==> config.mk <==
export PLATFORM = sky130hd
export DESIGN_NAME = seg_scan_driver
export DESIGN_NICKNAME = d
export VERILOG_FILES = /design/src/rtl/seg_pkg.sv /design/src/rtl/seg_scan_driver_hex_decode.sv /design/src/rtl/seg_scan_driver.sv
export SDC_FILE = /design/constraint.sdc
export NUM_CORES = 1
export LEC_CHECK = 0
export CAP_MARGIN = 20
export CORE_ASPECT_RATIO = 0.6
export CORE_MARGIN = 1
export CORE_UTILIZATION = 40
export DETAILED_ROUTE_END_ITERATION = 10
export SLEW_MARGIN = 20
export SYNTH_ARGS = -nofsm -noshare
export SYNTH_HDL_FRONTEND = slang
export SYNTH_SLANG_ARGS = --single-unit
==> constraint.sdc <==
create_clock -name clk -period 3.9 [get_ports clk]
set_clock_uncertainty 0.2 [all_clocks]
set_input_delay 0.39 -clock clk [delete_from_list [all_inputs] [get_ports clk]]
set_output_delay 0.39 -clock clk [all_outputs]
set_load 0.01 [all_outputs]
==> src/rtl/seg_pkg.sv <==
// seg_pkg: shared 7-segment constants, hex glyph table, pin polarity helper.
// Segment vectors are {A,B,C,D,E,F,G}, so bit 6 is A and bit 0 is G.
package seg_pkg;

  localparam int SEG_A = 6;
  localparam int SEG_B = 5;
  localparam int SEG_C = 4;
  localparam int SEG_D = 3;
  localparam int SEG_E = 2;
  localparam int SEG_F = 1;
  localparam int SEG_G = 0;

  localparam logic [6:0] HEX_SEG [16] = '{
    7'b1111110, 7'b0110000, 7'b1101101, 7'b1111001,
    7'b0110011, 7'b1011011, 7'b1011111, 7'b1110000,
    7'b1111111, 7'b1111011, 7'b1110111, 7'b0011111,
    7'b1001110, 7'b0111101, 7'b1001111, 7'b1000111
  };

  function automatic logic pol_bit(
    input logic b,
    input logic active_low
  );
    return b ^ active_low;
  endfunction

endpackage

==> src/rtl/seg_scan_driver_hex_decode.sv <==
// seg_hex_decode: combinational nibble to {A..G} segment decoder.
// Ports: hex (4-bit digit in), seg (7-bit active-high segments out).
module seg_hex_decode
  import seg_pkg::*;
(
  input  logic [3:0] hex,
  output logic [6:0] seg
);

  assign seg = HEX_SEG[hex];

endmodule

==> src/rtl/seg_scan_driver.sv <==
// seg_scan_driver: N-digit multiplexed hex 7-seg driver with LZ blanking.
// Ports: clk, rst, en, load, value, dp_in, lz_en -> seg, dp, dig_en.
module seg_scan_driver
  import seg_pkg::*;
#(
  parameter int N_DIGITS       = 4,
  parameter int SCAN_DIV       = 100000,
  parameter int SEG_ACTIVE_LOW = 0
) (
  input  logic                  clk,
  input  logic                  rst,
  input  logic                  en,
  input  logic                  load,
  input  logic [4*N_DIGITS-1:0] value,
  input  logic [N_DIGITS-1:0]   dp_in,
  input  logic                  lz_en,
  output logic [6:0]            seg,
  output logic                  dp,
  output logic [N_DIGITS-1:0]   dig_en
);

  localparam int   PW  = $clog2(SCAN_DIV);
  localparam int   IW  = (N_DIGITS > 1) ? $clog2(N_DIGITS) : 1;
  localparam int   VW  = 4 * N_DIGITS;
  localparam logic POL = (SEG_ACTIVE_LOW != 0);

  logic [PW-1:0]       presc;
  logic [IW-1:0]       idx;
  logic [IW-1:0]       idx_nxt;
  logic [VW-1:0]       sh_val;
  logic [N_DIGITS-1:0] sh_dp;
  logic                tick;

  logic [3:0]          nib;
  logic                nib_dp;
  logic                blank;
  logic                acc;
  logic [N_DIGITS-1:0] zero_up;
  logic [6:0]          dec_seg;

  // cur_* remembers the lit digit so it can be restored after en drops
  logic [6:0]          cur_seg;
  logic                cur_dp;
  logic [N_DIGITS-1:0] cur_dig;
  logic [6:0]          nxt_seg;
  logic                nxt_dp;
  logic [N_DIGITS-1:0] nxt_dig;

  logic [6:0]          seg_q;
  logic                dp_q;
  logic [N_DIGITS-1:0] dig_q;

  assign tick    = (presc == PW'(SCAN_DIV - 1));
  assign idx_nxt = (idx == IW'(N_DIGITS - 1)) ? '0 : idx + IW'(1);

  // zero_up[i]: nibbles i..top are all zero
  always_comb begin
    acc     = 1'b1;
    zero_up = '0;
    for (int i = N_DIGITS - 1; i >= 0; i--) begin
      acc        = acc & (sh_val[i*4 +: 4] == 4'h0);
      zero_up[i] = acc;
    end
  end

  always_comb begin
    nib    = '0;
    nib_dp = 1'b0;
    blank  = 1'b0;
    for (int i = 0; i < N_DIGITS; i++) begin
      if (idx == IW'(i)) begin
        nib    = sh_val[i*4 +: 4];
        nib_dp = sh_dp[i];
        blank  = lz_en && (i > 0) && zero_up[i];
      end
    end
  end

  seg_hex_decode u_dec (
    .hex (nib),
    .seg (dec_seg)
  );

  always_comb begin
    nxt_seg = cur_seg;
    nxt_dp  = cur_dp;
    nxt_dig = cur_dig;
    if (tick) begin
      nxt_seg = blank ? 7'h00 : dec_seg;
      nxt_dp  = nib_dp;
      nxt_dig = N_DIGITS'(1) << idx;
    end
  end

  always_ff @(posedge clk or posedge rst) begin
    if (rst) begin
      presc   <= '0;
      idx     <= '0;
      sh_val  <= '0;
      sh_dp   <= '0;
      cur_seg <= '0;
      cur_dp  <= 1'b0;
      cur_dig <= '0;
      seg_q   <= '0;
      dp_q    <= 1'b0;
      dig_q   <= '0;
    end else begin
      if (load) begin
        sh_val <= value;
        sh_dp  <= dp_in;
      end
      if (en) begin
        presc   <= tick ? '0 : presc + PW'(1);
        if (tick) idx <= idx_nxt;
        cur_seg <= nxt_seg;
        cur_dp  <= nxt_dp;
        cur_dig <= nxt_dig;
        seg_q   <= nxt_seg;
        dp_q    <= nxt_dp;
        dig_q   <= nxt_dig;
      end else begin
        seg_q <= '0;
        dp_q  <= 1'b0;
        dig_q <= '0;
      end
    end
  end

  always_comb begin
    for (int i = 0; i < 7; i++) seg[i] = pol_bit(seg_q[i], POL);
    dp = pol_bit(dp_q, POL);
    for (int i = 0; i < N_DIGITS; i++) dig_en[i] = pol_bit(dig_q[i], POL);
  end

endmodule

==> impl_results.md, run 1 <==
- Number of antenna violations at the first check in global routing: 0
- Drt pass-1 iters: 4
- YS warnings: 0
- Lkg Pwr: around 0.0017 µW
- Leading area contributor after synthesis: dfrtp_1
- CTS Hold Buffers Added: 0
- CTS clk-pin slew, worst paths: 50 ps
- Main synth FF type: dfrtp_1
- RSZ-0062 raised after global routing: no
- R2R setup slack: about 710 ps
- Post-synthesis sequential area ratio: about half
- Gp weighted congestion: about 0.83
- Filler cells: 700
- Max-slew violation count: 0
- Hpwl dp: between 4 and 5 mm
- CP Launch Type: flip-flop
- # port buffers: 36
- Crit Path Max Fanout: 13
- Number of global-route vias before repair: 2132
- Area taken by multi-input logic gates: roughly 1400 µm²
- TritonCTS clock tree: done
- Post-cts gate resize count: 0
- Number of post-CTS setup repair buffers: 0
- Via count: about 2.3k
- Final period util: 81.85%
- Synthesis-stage register bit count: 63
- HP Start: cur_dig[1]
- Clock latency on the worst-skew pair: 330 ps
- Vias/cell: 5.081
- H-tree levels: 3
- Num CTS Buffers: 9
- Die span in y: about 71 µm
- Max_cap viols: 0
- Peak Freq: 313.3 MHz
- Commonest non-fill, non-tap cell in the layout: dfrtp_1
- CP Class: reg2reg
- Initial Utilization: approximately 42%
- First-pass GRT wire length: roughly 11 mm
- Post-DRT Antenna Nets: 0
- Setup-failing EPs final: 0
- DP Cell Count: 429
- DRC Markers: 0
- Rows: 24
- Final WL: 6.789 mm
- Clk sinks: 63
- Cell Area, Synth: between 3000 and 4000 µm²
- Post-synth net total: ~340
- Slew at the pin closest to its max-slew limit: 944.0 ps
- Die Wd: between 100 and 150 µm
- Setup TNS: 0 ps
- IO Pins: 37
- FF-to-FF End: cur_seg[6]
- Reg2reg path depth: 9
- Min Tclk post-route: around 3200 ps
- Final Hold Viols: 0
- Outcome: completed
- Hold WC Path Type: reg2reg
- Synth area leaders: dfrtp_1 50%, mux2_2 6.5%, nand2_1 5.9%
- Area grow syn2layout: 22.83%
- Final non-filler cell total: approximately 440
- Global-route usage over all layers: a little under a fifth
- Root Buffer: clkbuf_16
- Hold Crit Depth: 2
- Post-synth EDFFs: 0
- GR Overflow Total: 0
- Relative slew slack: roughly 37%
- Mapped Avg Cell Area: 10.43 µm²
- Post-synth top area share: between 50% and 60%
- Clk buf depth: 2
- Register area: 1577 µm²
- CP arrival: 3230 ps
- Core area: 7417 µm²
- DR WL/cell: about 15 µm
- Pwr per Cell Area: roughly 440 nW/µm²
- Terminating pin of the worst hold path: cur_dig[1]
- N_diodes: 0
- Commonest cells after routing, fill and taps aside: 63 x dfrtp_1, 49 x nand2_1, 36 x clkdlybuf4s50_1
- Die area: between 8000 and 9000 µm²
- Synth cell types: 47
- WP data required: 3940 ps
- CP Capture Type: flip-flop
- Share of post-route cells with drive strength above 1: between 10% and 20%
- Drt first-iter violations: between 100 and 150
- Cells after Synth: 300
- Largest net degree at the start of global routing: 39
- FFs w/ async S/R, synth: 100.0%
- Nets: 372
- VDD IR max: roughly 0.19 mV
- FF-to-FF Start: idx[0]
-- routing by layer --
metal	share of wire (%)	up-vias	GRT usage [%]
li1	-	1118	-
met1	55	1075	29.12
met2	38	51	23.61
met3	5.0	12	6.858
met4	1.4	0	6.838
met5	0	-	0
-- sequential cells by signal, indices dropped and copies added (netlist names) --
signal   flops
cur_dig      4
cur_dp       1
cur_seg      7
dig_en       4
dp           1
idx          2
presc       17
seg          7
sh_dp        4
sh_val      16
-- cells by family after synthesis --
group / count (synthesis) / share of synthesized area [%]
DFF: 63 / 50.38
muxes: 26 / 9.036
AOI/OAI and AO/OA: 46 / 9.876
buffers and inverters: 28 / 4.118
adders and majority gates: 11 / 4.398
and+or+nand+nor: 110 / 17.71
xor gates and xnor gates: 16 / 4.478
-- layout make-up --
type	count	share of cell area, %
Sequential cell	63	41.02
Multi-Input combinational cell	209	37.04
Timing Repair Buffer	39	9.961
Clock buffer	15	7.227
Tap cell	104	3.385
Inverter	14	1.367
-- worst max-delay path by stage --
| stage | depth (start not counted) | to | slack, ps | start |
|---|---|---|---|---|
| after CTS | 9 | cur_seg[6] | 710 | idx[0] |
| after global routing | 9 | cur_seg[6] | 540 | idx[1] |
| after floorplan | 10 | cur_seg[6] | 1190 | idx[0] |
| after global placement | 9 | cur_seg[6] | 950 | idx[0] |
| final | 9 | cur_seg[6] | 710 | idx[0] |
| after detailed placement | 9 | cur_seg[6] | 780 | idx[0] |
-- worst max-delay path: stages (launching register included) --
cell and delay (ps):
dfrtp_1 410, inv_1 120, ha_1 420, a211oi_1 80
a211oi_1 690, inv_1 220, ha_1 270, or3_1 370
o221a_2 140, o31ai_1 180
-- where the power goes --
group / internal (µW) / total (µW) / leakage, µW / switching (µW)
registers: 702 / 757 / 0.000805 / 54.4
logic: 90.4 / 175 / 0.000764 / 85.1
clock network: 479 / 745 / 0.000136 / 267
-- cells in the mapped netlist (2+ instances only) --
library cell	number
or3_1	3
nand2_1	49
clkbuf_1	4
ha_1	11
o211a_1	2
nor3b_1	3
xor2_1	5
inv_1	14
a211oi_1	4
nor2b_1	7
o22ai_1	4
mux2i_1	8
buf_4	2
and3_1	3
mux2_2	18
o21ai_0	16
nor3_1	2
and4_1	2
nand4_1	5
nor4_1	4
xnor2_1	11
o31ai_1	3
a22oi_1	2
nor2_1	13
nand3b_1	3
a21oi_1	6
buf_2	7
or4_1	2
dfrtp_1	63
nand3_1	7
-- per-stage QoR --
step                      total power (µW)  util, %  hold WS, ps  worst slack (ps)  area (µm²)
final                                 1677    51.82        271.0             707.7        3844
after global routing                  1756    51.82        290.2             536.3        3844
after CTS                             1702    51.82        271.4             713.0        3844
after detailed placement             939.8    48.08        259.2             780.5        3566
after global placement               937.1    48.08        249.0             953.2        3566
after floorplan                      871.2        -        238.0              1187        3129
No activity file was read; power rests on OpenSTA's default activity.
==> run 2: changes to the inputs <==
- clock period: 3.9 -> 3.1 ns (I/O delays scaled with it)
==> impl_results.md, run 2 (synthesized netlist as in run 1, its figures left out) <==
- Rows: 24 (unchanged)
- Via count: 2304 (+2.1%)
- Number of global-route vias before repair: 2116 (-0.75%)
- Peak Freq: 352.9 MHz (+13%)
- IO Pins: 37 (unchanged)
- DR WL/cell: 14.72 µm (-3.7%)
- Critical path cell sequence: inv_1 -> ha_1 -> a211oi_1 -> a211oi_1 -> inv_1 -> ha_1 -> or3_1 -> o221a_2 -> o31ai_1
- Final core occ: 53.44% (+1.6 points)
- Global-route usage over all layers: 18.08% (-0.81 points)
- CTS Hold Buffers Added: 0 (unchanged)
- Number of post-CTS setup repair buffers: 0 (unchanged)
- DRC Markers: 0 (unchanged)
- # port buffers: 36 (unchanged)
- CP Capture Type: flip-flop
- Clock latency on the worst-skew pair: 330 ps (about the same)
- Biggest regs: presc: 17 flops, sh_val: 16 flops
- Outcome: completed
- Share of post-route cells with drive strength above 1: 14.66% (+2.9 points)
- Relative slew slack: 42.21% (+5.3 points)
- Nets: 379 (+1.9%)
- Die area: 8192 µm² (unchanged)
- Final WS setup: 266.2 ps (-441.5 ps)
- Root Buffer: clkbuf_16
- N_diodes: 0 (unchanged)
- Post-DRT Antenna Nets: 0 (unchanged)
- TritonCTS clock tree: done
- Number of antenna violations at the first check in global routing: 0 (unchanged)
- Clk sinks: 63 (unchanged)
- Post-cts gate resize count: 0 (unchanged)
- WP data required: 3130 ps (-810 ps)
- Slew at the pin closest to its max-slew limit: 864.1 ps (-79.87 ps)
- Max-slew violation count: 0 (unchanged)
- Commonest non-fill, non-tap cell in the layout: dfrtp_1
- Lkg Pwr: 0.001766 µW (+3.5%)
- Final Hold Viols: 0 (unchanged)
- Pwr per Cell Area: 576.5 nW/µm² (+32%)
- CP delay by family, top: compound AO/OA/AOI/OAI gates
- Core area: 7417 µm² (unchanged)
- VDD IR max: 0.2064 mV (+9.0%)
- GR Overflow Total: 0 (unchanged)
- DP Worst Slack: 303.4 ps (-477.1 ps)
- H-tree levels: 3 (unchanged)
- Drt first-iter violations: 159 (+53%)
- CP Launch Type: flip-flop
- Critical Path Max Stage Delay: 430 ps (-260 ps)
- CTS clk-pin slew, worst paths: 50 ps (about the same)
- Area grow syn2layout: 26.67%
- Clk buf depth: 2 (unchanged)
- Final period util: 91.41% (+9.6 points)
- Largest net degree at the start of global routing: 64 (+64%)
- Number of flip-flops in the largest register: 17 (unchanged)
- Commonest cells after routing, fill and taps aside: 63 x dfrtp_1, 49 x nand2_1, 36 x clkdlybuf4s50_1
- Num CTS Buffers: 9 (unchanged)
- Drt pass-1 iters: 4 (unchanged)
- Worst path slowest cell: ha_1
- CP Class: reg2reg
- WHS: 155.0 ps (-116.0 ps)
- RSZ-0062 raised after global routing: no
- Reg with most FFs: presc
- Setup TNS: 0 ps (unchanged)
- Crit Path Max Fanout: 13 (unchanged)
- Max_cap viols: 0 (unchanged)
- Die span in y: 70.51 µm (unchanged)
- Final Power: 2285 µW (+36%)
- Initial Utilization: 42.19% (unchanged)
- Buf+Inv Stages, Crit Path: 2 (unchanged)
- Hold WC Path Type: in2async
- CP arrival: 2860 ps (-370 ps)
- First-pass GRT wire length: 11.06 mm (-1.4%)
- Die Wd: 116.2 µm (unchanged)
- Setup-failing EPs final: 0 (unchanged)
- Final WL: 6.653 mm (-2.0%)
- Hpwl dp: 4.657 mm (-1.9%)
- Vias/cell: 5.097 (+0.32%)
- Gp weighted congestion: 0.8129 (-2.3%)
- Min Tclk post-route: 2834 ps (-358.5 ps)
-- run 2: cell types whose count changed in the layout (fill, tap and decap cells not counted), sizes merged --
| cell | before | now |
|---|---|---|
| buf | 3 | 10 |
| clkbuf | 15 | 11 |
| bufinv | 0 | 2 |
| clkinvlp | 0 | 2 |
| clkinv | 0 | 1 |
-- run 2: per-stage QoR --
stage	area, µm²	cells
floorplan	3129	300
global placement	3631	436
detailed placement	3631	436
CTS	3964	452
global route	3964	452
finish	3964	452
-- run 2: worst reg2reg max path, delay by kind of cell (launching register included) --
family	cells	cell delay, ps
buf+inv	2	310
flops	1	410
compound gates	4	790
fa+ha+maj	2	670
simple gates	1	360
-- run 2: cell type report --
type | count | area, µm²
repair buffers | 46 | 447.9
clock buffers | 11 | 252.7
flip-flops and latches | 63 | 1577
well taps | 104 | 130.1
clock inverters | 5 | 80.08
fillers | 688 | 3453
inverters | 14 | 52.55
multi-input cells | 209 | 1424
-- run 2: worst paths after layout --
check / startpoint / end / slack (ps) / cells past startpoint
max: idx[0] / cur_seg[6] / 270 / 9
max in group asynchronous: rst / seg[0] / 2250 / 3
max reg2reg: idx[0] / cur_seg[6] / 270 / 9
min: rst / presc[11] / 150 / 3
min reg2reg: cur_dig[3] / cur_dig[3] / 270 / 2
min in group clk: cur_dig[3] / cur_dig[3] / 270 / 2
-- run 2: routing by layer --
layer	part of all wire, %	track usage, %	wire, µm
met2	38	22.09	2543
met4	1.4	7.123	93
met3	5.2	5.122	349
met5	0	0	0
met1	55	28.99	3666
-- run 2: power breakdown --
group,internal [µW],switching [µW],leakage [µW]
clock network,745,365,0.000158
logic,118,106,0.000803
registers,882,67.1,0.000805
==> run 3: changes to the inputs <==
- PLACE_DENSITY: default -> 0.64
- SLEW_MARGIN: 20 -> default
==> impl_results.md, run 3 (synthesized netlist as in run 1, its figures left out) <==
- Final Power: 2277 µW (-0.35%)
- Via count: 2259 (-2.0%)
- Area grow syn2layout: 25.95%
- GR Overflow Total: 0 (unchanged)
- Sw Share: 23.29% (-0.28 points)
- Num CTS Buffers: 9 (unchanged)
- Final WL: 6.759 mm (+1.6%)
- Number of post-CTS setup repair buffers: 0 (unchanged)
- Commonest non-fill, non-tap cell in the layout: dfrtp_1
- CP Capture Type: flip-flop
- Setup TNS: 0 ps (unchanged)
- CTS clk-pin slew, worst paths: 50 ps (about the same)
- CP Class: reg2reg
- N_diodes: 0 (unchanged)
- Outcome: completed
- WP data required: 3140 ps (about the same)
- Setup-failing EPs final: 0 (unchanged)
- Final WS setup: 324.0 ps (+57.85 ps)
- VDD IR max: 0.2835 mV (+37%)
- # port buffers: 36 (unchanged)
- Min Tclk post-route: 2776 ps (-57.85 ps)
- Slew at the pin closest to its max-slew limit: 931.9 ps (+67.75 ps)
- Post-DRT Antenna Nets: 0 (unchanged)
- Clk buf depth: 2 (unchanged)
- Global-route usage over all layers: 18.74% (+0.66 points)
- CP delay by family, top: compound AO/OA/AOI/OAI gates
- Gp weighted congestion: 0.8531 (+4.9%)
- Buf+Inv Stages, Crit Path: 2 (unchanged)
- Pwr per Cell Area: 577.8 nW/µm² (+0.22%)
- Crit Path Max Fanout: 13 (unchanged)
- Logic pwr share: 9.8% (about the same)
- Relative slew slack: 37.68% (-4.5 points)
- IO Pins: 37 (unchanged)
- Largest net degree at the start of global routing: 39 (-39%)
- Number of global-route vias before repair: 2211 (+4.5%)
- FF-to-FF Start: idx[0]
- Reg2reg path depth: 9 (unchanged)
- DRC Markers: 0 (unchanged)
- Critical path cell sequence: inv_1 -> ha_1 -> a211oi_1 -> a211oi_1 -> inv_1 -> ha_1 -> or3_1 -> o221a_2 -> o31ai_1
- Nets: 377 (-0.53%)
- Worst path slowest cell: ha_1
- FF-to-FF End: cur_seg[6]
- Clk sinks: 63 (unchanged)
- Number of antenna violations at the first check in global routing: 0 (unchanged)
- Clock power share: 48.4% (-0.2 points)
- CP Launch Type: flip-flop
- Drt pass-1 iters: 4 (unchanged)
- DR WL/cell: 15.02 µm (+2.0%)
- Die Wd: 116.2 µm (unchanged)
- Core area: 7417 µm² (unchanged)
- Max-slew violation count: 0 (unchanged)
- Final non-filler cell total: 450 (-0.44%)
- Vias/cell: 5.020 (-1.5%)
- Initial Utilization: 42.19% (unchanged)
- CP arrival: 2820 ps (-40 ps)
- Hold WC Path Type: in2async
- DP Worst Slack: 277.8 ps (-25.57 ps)
- H-tree levels: 3 (unchanged)
- Critical Path Max Stage Delay: 420 ps (about the same)
- First-pass GRT wire length: 11.43 mm (+3.3%)
- DP Cell Count: 434 (-0.46%)
- Post-cts gate resize count: 0 (unchanged)
- Die area: 8192 µm² (unchanged)
- Final core occ: 53.14% (-0.30 points)
- CTS Hold Buffers Added: 0 (unchanged)
- Critical path depth: 9 (unchanged)
- Peak Freq: 360.2 MHz (+2.1%)
- TritonCTS clock tree: done
- Lkg Pwr: 0.001758 µW (-0.44%)
- RSZ-0062 raised after global routing: no
- Number of flip-flops in the largest register: 17 (unchanged)
- Max_cap viols: 0 (unchanged)
- Reg with most FFs: presc
- Root Buffer: clkbuf_16
- Biggest regs: presc: 17 flops, sh_val: 16 flops
- Die span in y: 70.51 µm (unchanged)
- Final Hold Viols: 0 (unchanged)
- Commonest cells after routing, fill and taps aside: 63 x dfrtp_1, 49 x nand2_1, 36 x clkdlybuf4s50_1
- Rows: 24 (unchanged)
- Final period util: 89.55% (-1.9 points)
- Share of post-route cells with drive strength above 1: 13.58% (-1.1 points)
- Hpwl dp: 4.848 mm (+4.1%)
- R2R setup slack: 320 ps (+60 ps)
- Drt first-iter violations: 203 (+28%)
- Clock latency on the worst-skew pair: 330 ps (about the same)
- Psw: 530.4 µW (-1.5%)
- Internal: 1747 µW (about the same)
- Reg power frac: 41.8% (+0.2 points)
==> run 3: layout make-up <==
type                    instances  area, µm²
well taps                     104      130.1
inverters                      14      52.55
repair buffers                 44      432.9
fillers                       669       3476
clock buffers                  13      260.3
clock inverters                 3      65.06
multi-input cells             209       1424
flip-flops and latches         63       1577
==> run 3: stage by stage <==
stage          area, µm²  hold slack [ps]
2_1_floorplan       3129            231.0
5_1_grt             3941            219.9
6_report            3941            159.4
4_1_cts             3941            180.5
3_3_place_gp        3616            248.4
3_5_place_dp        3616            261.5
==> run 3: worst max path at each step <==
stage | from | endpoint | slack [ps]
2_1_floorplan | idx[0] | cur_seg[6] | 390
3_3_place_gp | idx[0] | cur_seg[6] | 460
3_5_place_dp | idx[0] | cur_seg[6] | 280
4_1_cts | idx[0] | cur_seg[6] | 270
5_1_grt | idx[0] | cur_seg[4] | 100
6_report | idx[0] | cur_seg[6] | 320
==> run 3: power by group through the flow <==
stage | clock (µW) | sequential (µW) | combinational (µW)
finish | 1100 | 953 | 223
global route | 1160 | 963 | 253
CTS | 1130 | 949 | 226
detailed placement | 0 | 962 | 224
global placement | 0 | 962 | 219
floorplan | 0 | 938 | 158
==> run 3: per-layer routing <==
metal / share of wire (%) / wire length (µm) / track usage (%)
met3: 6.8 / 460 / 6.944
met5: 0 / 0 / 0
met4: 0.34 / 23 / 5.983
met2: 40 / 2687 / 23.54
met1: 53 / 3587 / 28.93
